`config.mk`:
```
export PLATFORM = sky130hd
export DESIGN_NAME = router_input_fifo
export DESIGN_NICKNAME = d
export VERILOG_FILES = /design/src/rtl/router_input_fifo.sv
export SDC_FILE = /design/constraint.sdc
export NUM_CORES = 1
export LEC_CHECK = 0
export BUFFER_PORTS_ARGS = -buffer_cell sky130_fd_sc_hd__buf_2
export CAP_MARGIN = 25
export CORE_MARGIN = 5
export CORE_UTILIZATION = 35
export CTS_CLUSTER_DIAMETER = 200
export CTS_CLUSTER_SIZE = 12
export DETAILED_ROUTE_END_ITERATION = 8
export PLACE_DENSITY = 0.58
export SLEW_MARGIN = 10
export SYNTH_ARGS = -nofsm -noshare
export SYNTH_HDL_FRONTEND = slang
export SYNTH_SLANG_ARGS = --single-unit
export TNS_END_PERCENT = 30
```
`constraint.sdc`:
```
create_clock -name clk -period 5.1 [get_ports clk]
set_input_delay 1.02 -clock clk [delete_from_list [all_inputs] [get_ports clk]]
set_output_delay 1.02 -clock clk [all_outputs]
set_load 0.02 [all_outputs]
```
`src/rtl/router_input_fifo.sv`:
```
// Per-port router input buffer: DRTS/CTS two-phase receive into a circular FIFO,
// head flit presented combinationally to the crossbar, popped by arbiter grants.
module router_input_fifo #(
  parameter int unsigned  DATA_WIDTH = 32,
  parameter int unsigned  DEPTH      = 4,
  localparam int unsigned PTR_W      = $clog2(DEPTH)
) (
  input  logic                  clk,
  input  logic                  rst,
  input  logic                  DRTS,
  input  logic [DATA_WIDTH-1:0] RX,
  output logic                  CTS,
  input  logic                  read_en_N,
  input  logic                  read_en_E,
  input  logic                  read_en_W,
  input  logic                  read_en_S,
  input  logic                  read_en_L,
  output logic [DATA_WIDTH-1:0] Data_out,
  output logic                  empty,
  output logic                  full,
  output logic [PTR_W:0]        count
);

  localparam logic [PTR_W:0] CountFull = (PTR_W + 1)'(DEPTH);

  logic [DATA_WIDTH-1:0] r_mem [DEPTH];
  logic [PTR_W-1:0]      r_rd_ptr, r_wr_ptr;
  logic [PTR_W:0]        r_count;
  logic                  r_cts;

  logic                  w_read_en;
  logic                  w_write;
  logic                  w_read;
  logic                  w_cts_next;
  logic [PTR_W:0]        w_count_next;

  assign empty     = (r_count == '0);
  assign full      = (r_count == CountFull);
  assign count     = r_count;
  assign CTS       = r_cts;
  assign Data_out  = r_mem[r_rd_ptr];

  assign w_read_en = read_en_N | read_en_E | read_en_W | read_en_S | read_en_L;
  // A withdrawn DRTS during the CTS cycle drops the flit.
  assign w_write   = r_cts & DRTS;
  assign w_read    = w_read_en & ~empty;

  always_comb begin
    // Full is checked only when raising CTS; occupancy can only fall before the write.
    w_cts_next = ~r_cts & DRTS & ~full;
    w_count_next = r_count;
    unique case ({w_write, w_read})
      2'b10:   w_count_next = r_count + 1'b1;
      2'b01:   w_count_next = r_count - 1'b1;
      default: w_count_next = r_count;
    endcase
  end

  always_ff @(posedge clk) begin
    if (rst) begin
      r_cts    <= 1'b0;
      r_rd_ptr <= '0;
      r_wr_ptr <= '0;
      r_count  <= '0;
    end else begin
      r_cts   <= w_cts_next;
      r_count <= w_count_next;
      if (w_write) r_wr_ptr <= r_wr_ptr + 1'b1;
      if (w_read)  r_rd_ptr <= r_rd_ptr + 1'b1;
    end
  end

  // Storage is intentionally not reset.
  always_ff @(posedge clk) begin
    if (w_write && !rst) r_mem[r_wr_ptr] <= RX;
  end

endmodule

```
=== Word-level counts from Yosys, hierarchy flattened ===
Memories as Yosys holds them, arrays and structs flattened. A register that Yosys moved wholly into a read port is not among the register bits.
Index checks and enable logic that the tools add are counted.

* Reduce and logical (&&, ||, !) cells: 4
* Add/sub/neg operators: 4
* Equal/unequal tests: 3
* Mux-type cells: 5
* Bitwise gates (word level): 11

{| class="wikitable"
|+ Operators with widths
! kind !! number
|-
| $pmux W3 S2 || 1
|-
| $add A2 B1 Y2 const B || 2
|-
| $and A1 B1 Y1 || 4
|-
| $mux W2 || 2
|-
| $or A1 B1 Y1 || 4
|-
| $add A3 B1 Y3 const B || 1
|-
| $eq A3 B3 Y1 const B || 1
|-
| $logic_not A3 Y1 || 1
|-
| $not A1 Y1 || 3
|-
| $sub A3 B1 Y3 const B || 1
|-
| $eq A2 B1 Y1 const B || 1
|-
| $eq A2 B2 Y1 const B || 1
|-
| $mux W1 || 2
|-
| $reduce_bool A2 Y1 || 1
|-
| $logic_and A1 B1 Y1 || 1
|-
| $logic_not A1 Y1 || 1
|}

* Word-level logic and storage cells: 32
* Output and inout port bits: 38
* Memories: 1
* Bits in writable memories: 128
* Input bits: 40
* Register bits after elaboration: 8

{| class="wikitable"
|+ Memories
! name !! words !! bits a word !! read ports !! clocked after memory_dff !! write ports !! RTL line !! text
|-
| r_mem || 4 || 32 || 1 || 1 || 1 || 26 || <nowiki>logic [DATA_WIDTH-1:0] r_mem [DEPTH];</nowiki>
|}

=== Logic depth before layout (Yosys ltp) ===
Gate-level depths: netlist of the first run.

* Depth in word-level cells: 7
* Mapped depth: 8
* Depth with buffers taken out: 8

=== Worst setup path before layout of the first run ===
No wires, ideal clock.

* Kind: input-to-reg
* Start: input port rst
* End: memory r_mem[0][0], enable pin
* Path buffers: 1
* Required time: 4.708 ns
* Arrival: 2.186 ns
* Stages on the path: 3
* Path slack: 2.522 ns
* Setup time: 0.392 ns
* Cells stage by stage: clkbuf_1 > nor2_1 > and2_1

* Cells in the longest elaborated chain, start to end: 4

{| class="wikitable"
|+ Ends and longest elaborated chain
! what !! RTL line !! text
|-
| from (decl) || 9 || <nowiki>input logic rst,</nowiki>
|-
| $logic_not A1 Y1 || 75 || <nowiki>if (w_write && !rst) r_mem[r_wr_ptr] <= RX;</nowiki>
|-
| $logic_and A1 B1 Y1 || 75 ||
|-
| $mux W1 || 75 ||
|-
| $mux W1 (not written as such) || 75 ||
|-
| to (decl) || 26 ||
|}

No other way between the ends.

==> impl_metrics.py, run 1 <==
metrics = {
    "finish": {
        "finalNetCount": 359,
        "area.growth.synth_to_final_pct": 21.3,
        "layout-drive-gt1-share_pct": 43.1,
        "final_design_area_no_fill_mm2": 0.00630,
    },
    "yosys": {
        "yosys_warnings": 0,
        "yosysMostFrequentCell": "sky130_fd_sc_hd__edfxtp_1",
        "async_flop_share_pct": 0,
        "netlist_top_cells_area": "sky130_fd_sc_hd__edfxtp_1 (74%), sky130_fd_sc_hd__mux4_2 (13%), sky130_fd_sc_hd__dfxtp_1 (3.9%)",
        "synth_area_mm2": 0.00519,
        "seq_area_frac_synth_pct": 77.9,
        "dominantRegCellSynth": "sky130_fd_sc_hd__edfxtp_1",
        "syn-instance-count": 224,
        "post_synth_cell_types": 28,
        "yosys.area.top_type": "sky130_fd_sc_hd__edfxtp_1",
        "register_bit_total_from_synthesis": 138,
        "synth.avg_cell_area_um2": 23.2,
        "synth_enable_flop_cells": 128,
        "post-synth-top-area-fraction_pct": 74.0,
        "synth_nets": 270,
        "post_synth_most_frequent_cells": "sky130_fd_sc_hd__edfxtp_1 (128), sky130_fd_sc_hd__mux4_2 (30), sky130_fd_sc_hd__dfxtp_1 (10), sky130_fd_sc_hd__nor2_1 (8), sky130_fd_sc_hd__inv_1 (7)",
    },
    "floorplanning": {
        "chip_width_um": 132,
        "design.die.area_mm2": 0.0174,
        "io_pins": 78,
        "chipHeight_um": 132,
        "core.rowCount": 44,
        "initial_core_util_pct": 35.7,
        "floorplan.core_area_mm2": 0.0145,
    },
    "place": {
        "port_buffers": 77,
        "placed_area_mm2": 0.00573,
        "finalWeightedCongestion": 0.623,
        "preCtsSetupSlack_ns": 2.09,
        "half_perimeter_wire_length_after_detailed_placement_um": 5660,
    },
    "pwr": {
        "ir_worst_vdd_mv": 0.343,
        "static-leakage-power_nw": 2.14,
        "p_total_mw": 3.17,
        "power.density_cell_area_mw_per_mm2": 503,
    },
    "setup_path": {
        "critical_path_required_ns": 4.08,
        "cpPeakStageDelay_ns": 0.67,
        "critical-path-top-delay-family": "flip-flops",
        "critPathBufInv": 2,
        "critical_path.max_fanout": 18,
        "cp-end-kind": "primary output",
        "timing.critical_path.slowest_stage_cell": "sky130_fd_sc_hd__dfxtp_2",
        "arrival_ns": 2.34,
        "start_kind": "register",
        "critical_path_class": "reg2out",
        "crit_path_cell_trace": "buf_4, mux4_1, buf_2",
    },
    "run_status": {
        "status": "finished clean",
    },
    "timing": {
        "grt_setup_unrepaired": "no",
        "post-route-worst-setup-slack_ns": 1.74,
        "fin_setup_tns_ns": 0,
        "final.period_utilization_pct": 65.9,
        "period_minus_slack_ns": 3.36,
        "fin_worst_skew_ns": 0.00871,
        "final-max-slew-violation-count": 0,
        "clock.fmax_mhz": 298,
        "relSlewSlack_pct": 38.2,
        "finalHoldViolCount": 0,
        "max_slew.worst_pin.slew_ns": 0.928,
        "finalSetupViolations": 0,
    },
    "clock_network": {
        "clkSlewWorstSetupHoldPaths_ns": 0.05,
        "htree_levels": 4,
        "cts.sink_count": 138,
        "max-clock-path-buffers": 2,
        "clock_insertion_delay_worst_skew_ns": 0.41,
        "clock_tree_from_tritoncts": "built",
        "post_cts_resized": 0,
        "tritoncts.num_buffers": 17,
        "postCtsSetupBuffers": 0,
        "cts_hold_buf": 0,
        "ctsRootBufferMaster": "sky130_fd_sc_hd__clkbuf_16",
    },
    "route": {
        "wl_per_cell_um": 18.3,
        "drtAntennaViolNets": 0,
        "routed-via-count": 2417,
        "totalWireLength_um": 9320,
        "drt-initial-drc-count": 132,
        "drc_errors": 0,
        "drt_pre_antenna_iters": 4,
        "drt_via_density": 4.74,
    },
    "grt": {
        "total_grt_overflow": 0,
        "grt_start_max_net_pins": 33,
        "globalRouteTotalUtil_pct": 11.6,
        "number_of_global_route_vias_before_repair": 2730,
        "grt_pass1_wl_um": 15100,
        "antenna_found_initial": 0,
    },
    "hold_path": {
        "hold_path_class": "reg2reg",
    },
    "flow_run": {
        "timing.max_cap.violations": 0,
    },
}
final timing paths:
check	slack (ns)	to	depth (start not counted)	from
setup / recovery	1.74	Data_out[28]	3	register
hold / removal	0.50	CTS$_SDFF_PP0_	1	CTS$_SDFF_PP0_
hold reg to reg	0.50	CTS$_SDFF_PP0_	1	CTS$_SDFF_PP0_
setup reg to reg	3.13	count[2]$_SDFFE_PP0P_	8	count[0]$_SDFFE_PP0P_
cells in the final DEF, fill, tap and decap left out, types with 2 or more instances in the layout:
cell                        count
sky130_fd_sc_hd__a21oi_1        3
sky130_fd_sc_hd__and2_2         4
sky130_fd_sc_hd__buf_2         77
sky130_fd_sc_hd__bufinv_16      3
sky130_fd_sc_hd__clkbuf_16     17
sky130_fd_sc_hd__clkinv_1       7
sky130_fd_sc_hd__clkinv_2       2
sky130_fd_sc_hd__dfxtp_1        8
sky130_fd_sc_hd__dfxtp_2        2
sky130_fd_sc_hd__edfxtp_1     128
sky130_fd_sc_hd__ha_1           5
sky130_fd_sc_hd__inv_1          7
sky130_fd_sc_hd__mux2_1         3
sky130_fd_sc_hd__mux4_1         2
sky130_fd_sc_hd__mux4_2        30
sky130_fd_sc_hd__nand2_1        2
sky130_fd_sc_hd__nor2_1         8
sky130_fd_sc_hd__xor2_1         2
sequential cells by signal, indices dropped and copies added (netlist names), named ones only:
register and cells:
r_wr_ptr 2, r_mem 128, CTS 1, r_rd_ptr 2
count 3
power by group:
part           leakage [nW]  total (mW)  internal (mW)  switching, mW
Sequential             1.24        1.35           1.27         0.0769
Combinational         0.637       0.652          0.304          0.348
Clock                 0.272        1.17          0.750          0.417
Total                  2.14        3.17           2.33          0.842
per-layer routing:
metal / part of all wire [%] / global-route usage, %
met5: 0 / 0
met1: 42 / 13.4
met2: 51 / 19.2
met3: 6.1 / 4.85
met4: 1.6 / 4.80
cell type report:
cell class	instances	area, um^2
Antenna cell	1	2.50
Tap cell	184	230
Sequential cell	138	4050
Multi-Input combinational cell	71	1040
Clock buffer	18	429
Inverter	7	26.3
Clock inverter	13	134
Fill cell	1322	8230
Timing Repair Buffer	78	393
metrics by stage:
| step | hold slack (ns) | instances | util [%] |
|---|---|---|---|
| 6_report | 0.498 | 510 | 43.3 |
| 2_1_floorplan | 0.469 | 224 | - |
| 3_5_place_dp | 0.488 | 478 | 39.5 |
| 5_1_grt | 0.515 | 509 | 43.3 |
| 3_3_place_gp | 0.478 | 478 | 39.5 |
| 4_1_cts | 0.497 | 509 | 43.3 |
cells by family after synthesis:
kind of cell	share of synthesized area (%)
buffers and inverters	2.24
adders and majority gates	1.59
and+or+nand+nor	2.43
AOI/OAI and AO/OA	0.699
DFF	77.9
muxes	14.7
xor gates and xnor gates	0.506
Note: power is estimated with default switching activity, not from simulation.
==> inputs of run 2 (changes only) <==
clock period = 3.1 ns   (was 5.1 ns; I/O delays follow)
==> impl_metrics.py, run 2 (synthesis results as in run 1) <==
metrics = {
    "run_status": {
        "status": "finished clean",
    },
    "timing": {
        "finalSetupViolations": 0,
        "final-max-slew-violation-count": 0,
        "max_slew.worst_pin.slew_ns": 0.585,
        "fin_worst_skew_ns": 0.00644,
        "fin_setup_tns_ns": 0,
        "relSlewSlack_pct": 61.0,
        "post-route-worst-setup-slack_ns": 0.585,
        "finalHoldViolCount": 0,
        "clock.fmax_mhz": 398,
        "final.period_utilization_pct": 81.1,
        "holdWs_ns": 0.429,
        "period_minus_slack_ns": 2.52,
        "grt_setup_unrepaired": "no",
    },
    "grt": {
        "globalRouteTotalUtil_pct": 11.4,
        "use_met2_pct": 18.5,
        "antenna_found_initial": 0,
        "global_routing_usage_on_met3_pct": 4.89,
        "most_heavily_used_metal_layer_in_global_routing": "met2",
        "use_met1_pct": 13.6,
        "grt_start_max_net_pins": 22,
        "grt_pass1_wl_um": 14900,
        "total_grt_overflow": 0,
        "number_of_global_route_vias_before_repair": 2748,
    },
    "place": {
        "place.detailed.instances": 488,
        "port_buffers": 77,
        "preCtsSetupSlack_ns": 0.752,
        "finalWeightedCongestion": 0.698,
        "half_perimeter_wire_length_after_detailed_placement_um": 6190,
    },
    "finish": {
        "area.growth.synth_to_final_pct": 23.8,
        "regMostFlops": "r_mem",
        "layout_common_cells": "sky130_fd_sc_hd__edfxtp_1 (128), sky130_fd_sc_hd__buf_2 (77), sky130_fd_sc_hd__mux4_2 (30)",
        "fill_cells": 1304,
        "layout-drive-gt1-share_pct": 46.1,
        "final_common_cell": "sky130_fd_sc_hd__edfxtp_1",
        "num_antenna_cells": 0,
        "largest_reg_flops": 128,
        "finish.cell_count_without_fillers": 520,
        "finalNetCount": 369,
    },
    "pwr": {
        "static-leakage-power_nw": 2.23,
        "ir_worst_vdd_mv": 0.345,
        "p_total_mw": 5.36,
        "power.density_cell_area_mw_per_mm2": 833,
    },
    "floorplanning": {
        "chip_width_um": 132,
        "chipHeight_um": 132,
        "design.die.area_mm2": 0.0174,
        "core.rowCount": 44,
        "floorplan.core_area_mm2": 0.0145,
        "initial_core_util_pct": 35.7,
        "io_pins": 78,
    },
    "clock_network": {
        "cts.sink_count": 138,
        "cts_hold_buf": 0,
        "clkSlewWorstSetupHoldPaths_ns": 0.06,
        "postCtsSetupBuffers": 0,
        "clock_tree_from_tritoncts": "built",
        "max-clock-path-buffers": 2,
        "htree_levels": 4,
        "ctsRootBufferMaster": "sky130_fd_sc_hd__clkbuf_16",
        "tritoncts.num_buffers": 17,
        "post_cts_resized": 0,
        "clock_insertion_delay_worst_skew_ns": 0.41,
    },
    "hold_path": {
        "hold-path-endpoint": "r_mem[2][28]$_DFFE_PP_",
        "min_from": "RX[28]",
        "timing.hold.worst_path_depth": 1,
        "hold_path_class": "in2reg",
    },
    "setup_path": {
        "reg2reg_slack_ns": 1.11,
        "cp-end-kind": "primary output",
        "arrival_ns": 1.90,
        "start_kind": "register",
        "crit-reg2reg-launch": "count[0]$_SDFFE_PP0P_",
        "critical_path_class": "reg2out",
        "cell_depth_of_the_worst_flop_to_flop_path": 8,
        "reg2reg_capture_point": "count[2]$_SDFFE_PP0P_",
        "critical_path_required_ns": 2.48,
        "critical_path.max_fanout": 18,
    },
    "route": {
        "drt-initial-drc-count": 90,
        "routed-via-count": 2439,
        "totalWireLength_um": 9460,
        "drc_errors": 0,
        "drt_via_density": 4.69,
        "drt_pre_antenna_iters": 5,
        "wl_per_cell_um": 18.2,
        "drtAntennaViolNets": 0,
    },
    "flow_run": {
        "timing.max_cap.violations": 0,
    },
}
run 2: cell count changes in the layout (fill, tap and decap cells not counted):
cell	change
sky130_fd_sc_hd__clkinv_1	-3
sky130_fd_sc_hd__buf_4	+9
sky130_fd_sc_hd__diode_2	-1
sky130_fd_sc_hd__clkbuf_1	-1
sky130_fd_sc_hd__clkinv_4	+1
sky130_fd_sc_hd__buf_12	+1
sky130_fd_sc_hd__inv_6	+1
sky130_fd_sc_hd__clkinv_2	+2
sky130_fd_sc_hd__bufinv_16	+1
run 2: worst max path at each step:
stage	from	slack, ns	end
after floorplan	rst	0.92	r_mem[0][0]$_DFFE_PP_
after CTS	register	0.51	Data_out[27]
after detailed placement	read_en_W	0.75	count[2]$_SDFFE_PP0P_
after global routing	register	0.46	Data_out[27]
final	register	0.58	Data_out[27]
after global placement	read_en_W	0.86	count[2]$_SDFFE_PP0P_
run 2: per-layer routing:
| layer | vias to the layer above | wire length [um] | share of wire (%) |
|---|---|---|---|
| li1 | 1121 | - | - |
| met1 | 1248 | 4060 | 43 |
| met2 | 61 | 4730 | 50 |
| met3 | 9 | 563 | 6.0 |
| met4 | 0 | 101 | 1.1 |
| met5 | - | 0 | 0 |
run 2: final cells by class:
type                    instances  area, um^2  area share (%)
clock buffers                  17         425            6.62
clock inverters                15         180            2.80
inverters                       7        26.3           0.409
multi-input cells              71        1040            16.2
flip-flops and latches        138        4050            63.0
well taps                     184         230            3.58
repair buffers                 88         480            7.48
run 2: power breakdown:
part | leakage (nW) | internal, mW | total, mW | switching (mW)
clock network | 0.297 | 1.33 | 2.05 | 0.717
registers | 1.24 | 2.09 | 2.14 | 0.0520
logic | 0.694 | 0.515 | 1.17 | 0.652
run 2: worst max-delay path, stage by stage, from the launching register on:
cell and delay, ns:
sky130_fd_sc_hd__dfxtp_2 0.32, sky130_fd_sc_hd__buf_4 0.34, sky130_fd_sc_hd__mux4_1 0.63, sky130_fd_sc_hd__buf_2 0.18
run 2: stage by stage:
stage | area (um^2) | utilization (%)
floorplan | 5190 | -
global placement | 5820 | 40.1
detailed placement | 5820 | 40.1
CTS | 6430 | 44.2
global route | 6430 | 44.2
finish | 6430 | 44.2
==> inputs of run 3 (changes only) <==
ABC_AREA = 1   (was unset)
PLACE_DENSITY = 0.6   (was 0.58)
clock period = 2.25 ns   (was 3.1 ns; I/O delays follow)
==> impl_metrics.py, run 3 <==
metrics = {
    "floorplanning": {
        "initial_core_util_pct": 35.2,
        "chipHeight_um": 133,
        "design.die.area_mm2": 0.0177,
        "core.rowCount": 45,
        "io_pins": 78,
        "chip_width_um": 133,
        "floorplan.core_area_mm2": 0.0150,
    },
    "place": {
        "place.detailed.instances": 643,
        "finalWeightedCongestion": 0.726,
        "port_buffers": 77,
        "half_perimeter_wire_length_after_detailed_placement_um": 6850,
    },
    "hold_path": {
        "min_from": "rst",
        "hold_path_class": "in2reg",
        "hold-path-endpoint": "r_rd_ptr[1]$_SDFFE_PP0P_",
        "timing.hold.worst_path_depth": 2,
    },
    "yosys": {
        "post_synth_cell_types": 20,
        "seq_area_frac_synth_pct": 76.3,
        "yosysMostFrequentCell": "sky130_fd_sc_hd__edfxtp_1",
        "async_flop_share_pct": 0,
        "syn-instance-count": 382,
        "synth.avg_cell_area_um2": 13.9,
        "netlist_top_cells_area": "sky130_fd_sc_hd__edfxtp_1 (73%), sky130_fd_sc_hd__nor2_1 (5.3%), sky130_fd_sc_hd__dfxtp_1 (3.8%)",
        "synth_enable_flop_cells": 128,
        "synth_nets": 428,
        "register_bit_total_from_synthesis": 138,
        "yosys.area.top_type": "sky130_fd_sc_hd__edfxtp_1",
        "post-synth-top-area-fraction_pct": 72.6,
        "synth_area_mm2": 0.00530,
        "dominantRegCellSynth": "sky130_fd_sc_hd__edfxtp_1",
        "post_synth_most_frequent_cells": "sky130_fd_sc_hd__edfxtp_1 (128), sky130_fd_sc_hd__nor2_1 (75), sky130_fd_sc_hd__o21ai_0 (40), sky130_fd_sc_hd__o22ai_1 (32), sky130_fd_sc_hd__o21ai_1 (28)",
        "yosys_warnings": 0,
    },
    "setup_path": {
        "critical_path_class": "reg2out",
        "start_kind": "register",
        "critical_path.max_fanout": 64,
        "critPathBufInv": 2,
        "critical_path_required_ns": 1.80,
        "crit_path_cell_trace": "inv_8, o21ai_0, o22ai_1, buf_2",
        "arrival_ns": 1.67,
        "reg2reg_slack_ns": 0.28,
        "crit-reg2reg-launch": "count[1]$_SDFFE_PP0P_",
        "cpPeakStageDelay_ns": 0.40,
        "timing.critical_path.slowest_stage_cell": "sky130_fd_sc_hd__dfxtp_4",
        "reg2reg_capture_point": "count[2]$_SDFFE_PP0P_",
        "cp-end-kind": "primary output",
        "cell_depth_of_the_worst_flop_to_flop_path": 12,
        "critical-path-top-delay-family": "buffers and inverters",
    },
    "finish": {
        "layout_common_cells": "sky130_fd_sc_hd__edfxtp_1 (128), sky130_fd_sc_hd__buf_2 (77), sky130_fd_sc_hd__nor2_1 (71)",
        "finalNetCount": 520,
        "regMostFlops": "r_mem",
        "finish.utilization_pct": 43.8,
        "num_antenna_cells": 0,
        "layout.area.seq_mm2": 0.00405,
        "multi_input_gate_area_mm2": 0.00105,
        "finish.cell_count_without_fillers": 673,
        "final_common_cell": "sky130_fd_sc_hd__edfxtp_1",
        "largest_reg_flops": 128,
        "area.growth.synth_to_final_pct": 24.2,
        "fill_cells": 1368,
        "layout-drive-gt1-share_pct": 26.6,
    },
    "timing": {
        "finalHoldViolCount": 0,
        "fin_worst_skew_ns": 0.00397,
        "grt_setup_unrepaired": "no",
        "final.period_utilization_pct": 94.1,
        "max_slew.worst_pin.slew_ns": 0.458,
        "relSlewSlack_pct": 69.4,
        "final-max-slew-violation-count": 0,
        "clock.fmax_mhz": 472,
        "period_minus_slack_ns": 2.12,
        "finalSetupViolations": 0,
    },
    "grt": {
        "number_of_global_route_vias_before_repair": 3396,
        "grt_pass1_wl_um": 17500,
        "total_grt_overflow": 0,
        "globalRouteTotalUtil_pct": 13.2,
        "antenna_found_initial": 0,
        "grt_start_max_net_pins": 65,
    },
    "flow_run": {
        "timing.max_cap.violations": 0,
    },
    "route": {
        "drc_errors": 0,
        "drt_pre_antenna_iters": 4,
        "drtAntennaViolNets": 0,
        "totalWireLength_um": 11200,
        "drt_via_density": 4.89,
        "drt-initial-drc-count": 196,
        "routed-via-count": 3291,
        "wl_per_cell_um": 16.6,
    },
    "pwr": {
        "static-leakage-power_nw": 2.35,
        "ir_worst_vdd_mv": 0.531,
        "power.density_cell_area_mw_per_mm2": 1270,
    },
    "clock_network": {
        "ctsRootBufferMaster": "sky130_fd_sc_hd__clkbuf_16",
        "clkSlewWorstSetupHoldPaths_ns": 0.06,
        "max-clock-path-buffers": 2,
        "clock_insertion_delay_worst_skew_ns": 0.42,
        "cts.sink_count": 138,
        "tritoncts.num_buffers": 17,
        "clock_tree_from_tritoncts": "built",
        "htree_levels": 4,
    },
    "run_status": {
        "status": "finished clean",
    },
}
-- run 3: changes by cell type after synthesis, sizes merged, moves of 2 or more --
cell	delta
a21oi	+2
and2	-4
o21ai	+67
nor2	+67
o22ai	+32
buf	+11
nand3	+4
inv	+12
nand2	+9
mux4	-32
mux2	-3
xor2	-2
-- run 3: layout make-up --
type                    count  share of cell area [%]
clock inverters            13                    2.72
multi-input cells         206                    15.9
well taps                 188                    3.57
inverters                  19                    1.24
flip-flops and latches    138                    61.5
repair buffers             92                    8.58
clock buffers              17                    6.47
-- run 3: worst max-delay path by stage --
stage	cells after the start	slack (ns)	from	to
global placement	13	0.25	read_en_W	count[2]$_SDFFE_PP0P_
global route	4	0.01	register	Data_out[29]
CTS	5	0.02	register	Data_out[17]
floorplan	3	-0.26	rst	r_mem[0][0]$_DFFE_PP_
finish	4	0.13	register	Data_out[29]
detailed placement	13	0.21	read_en_W	count[2]$_SDFFE_PP0P_
-- run 3: cell families (layout without fill, tap and decap cells) --
kind of cell	Yosys count	after routing	synth area share (%)
simple gates	94	94	6.87
buf+inv	38	141	4.46
fa+ha+maj	6	6	1.56
flops	138	138	76.3
compound gates	106	106	10.8
-- run 3: power by group --
group,internal (mW),switching (mW)
clock,1.83,0.993
combinational,0.813,1.72
sequential,2.90,0.0870
-- run 3: what timing repair did --
item,in CTS,in global routing
hold buffers,0,0
cloned,0,0
setup buffers,0,0
setup endpoints to repair,1,14
resized for setup,1,3
-- run 3: stage by stage --
| step | setup WS, ns | cell area, um^2 | hold WS (ns) | TNS [ns] | power, mW |
|---|---|---|---|---|---|
| 2_1_floorplan | -0.261 | 5300 | 0.459 | -33.47 | 4.84 |
| 3_3_place_gp | 0.250 | 5970 | 0.464 | 0 | 5.55 |
| 3_5_place_dp | 0.207 | 5970 | 0.471 | 0 | 5.60 |
| 4_1_cts | 0.0161 | 6580 | 0.206 | 0 | 8.45 |
| 5_1_grt | 0.0149 | 6580 | 0.216 | 0 | 8.80 |
| 6_report | 0.133 | 6580 | 0.228 | 0 | 8.33 |
-- run 3: worst register-to-register path, delay by kind of cell, from the launching register on --
| kind | cells | cell delay (ns) |
|---|---|---|
| flip-flops | 1 | 0.36 |
| AND/OR/NAND/NOR | 7 | 0.76 |
| buffers and inverters | 3 | 0.23 |
| adder cells (fa/ha/maj) | 2 | 0.52 |
-- run 3: per-layer routing --
| layer | part of all wire, % | GRT usage (%) | vias to the layer above |
|---|---|---|---|
| met3 | 5.5 | 4.75 | 14 |
| met2 | 51 | 22.8 | 77 |
| met1 | 42 | 14.7 | 1608 |
| met5 | 0 | 0 | - |
| li1 | - | - | 1592 |
| met4 | 1.4 | 5.54 | 0 |
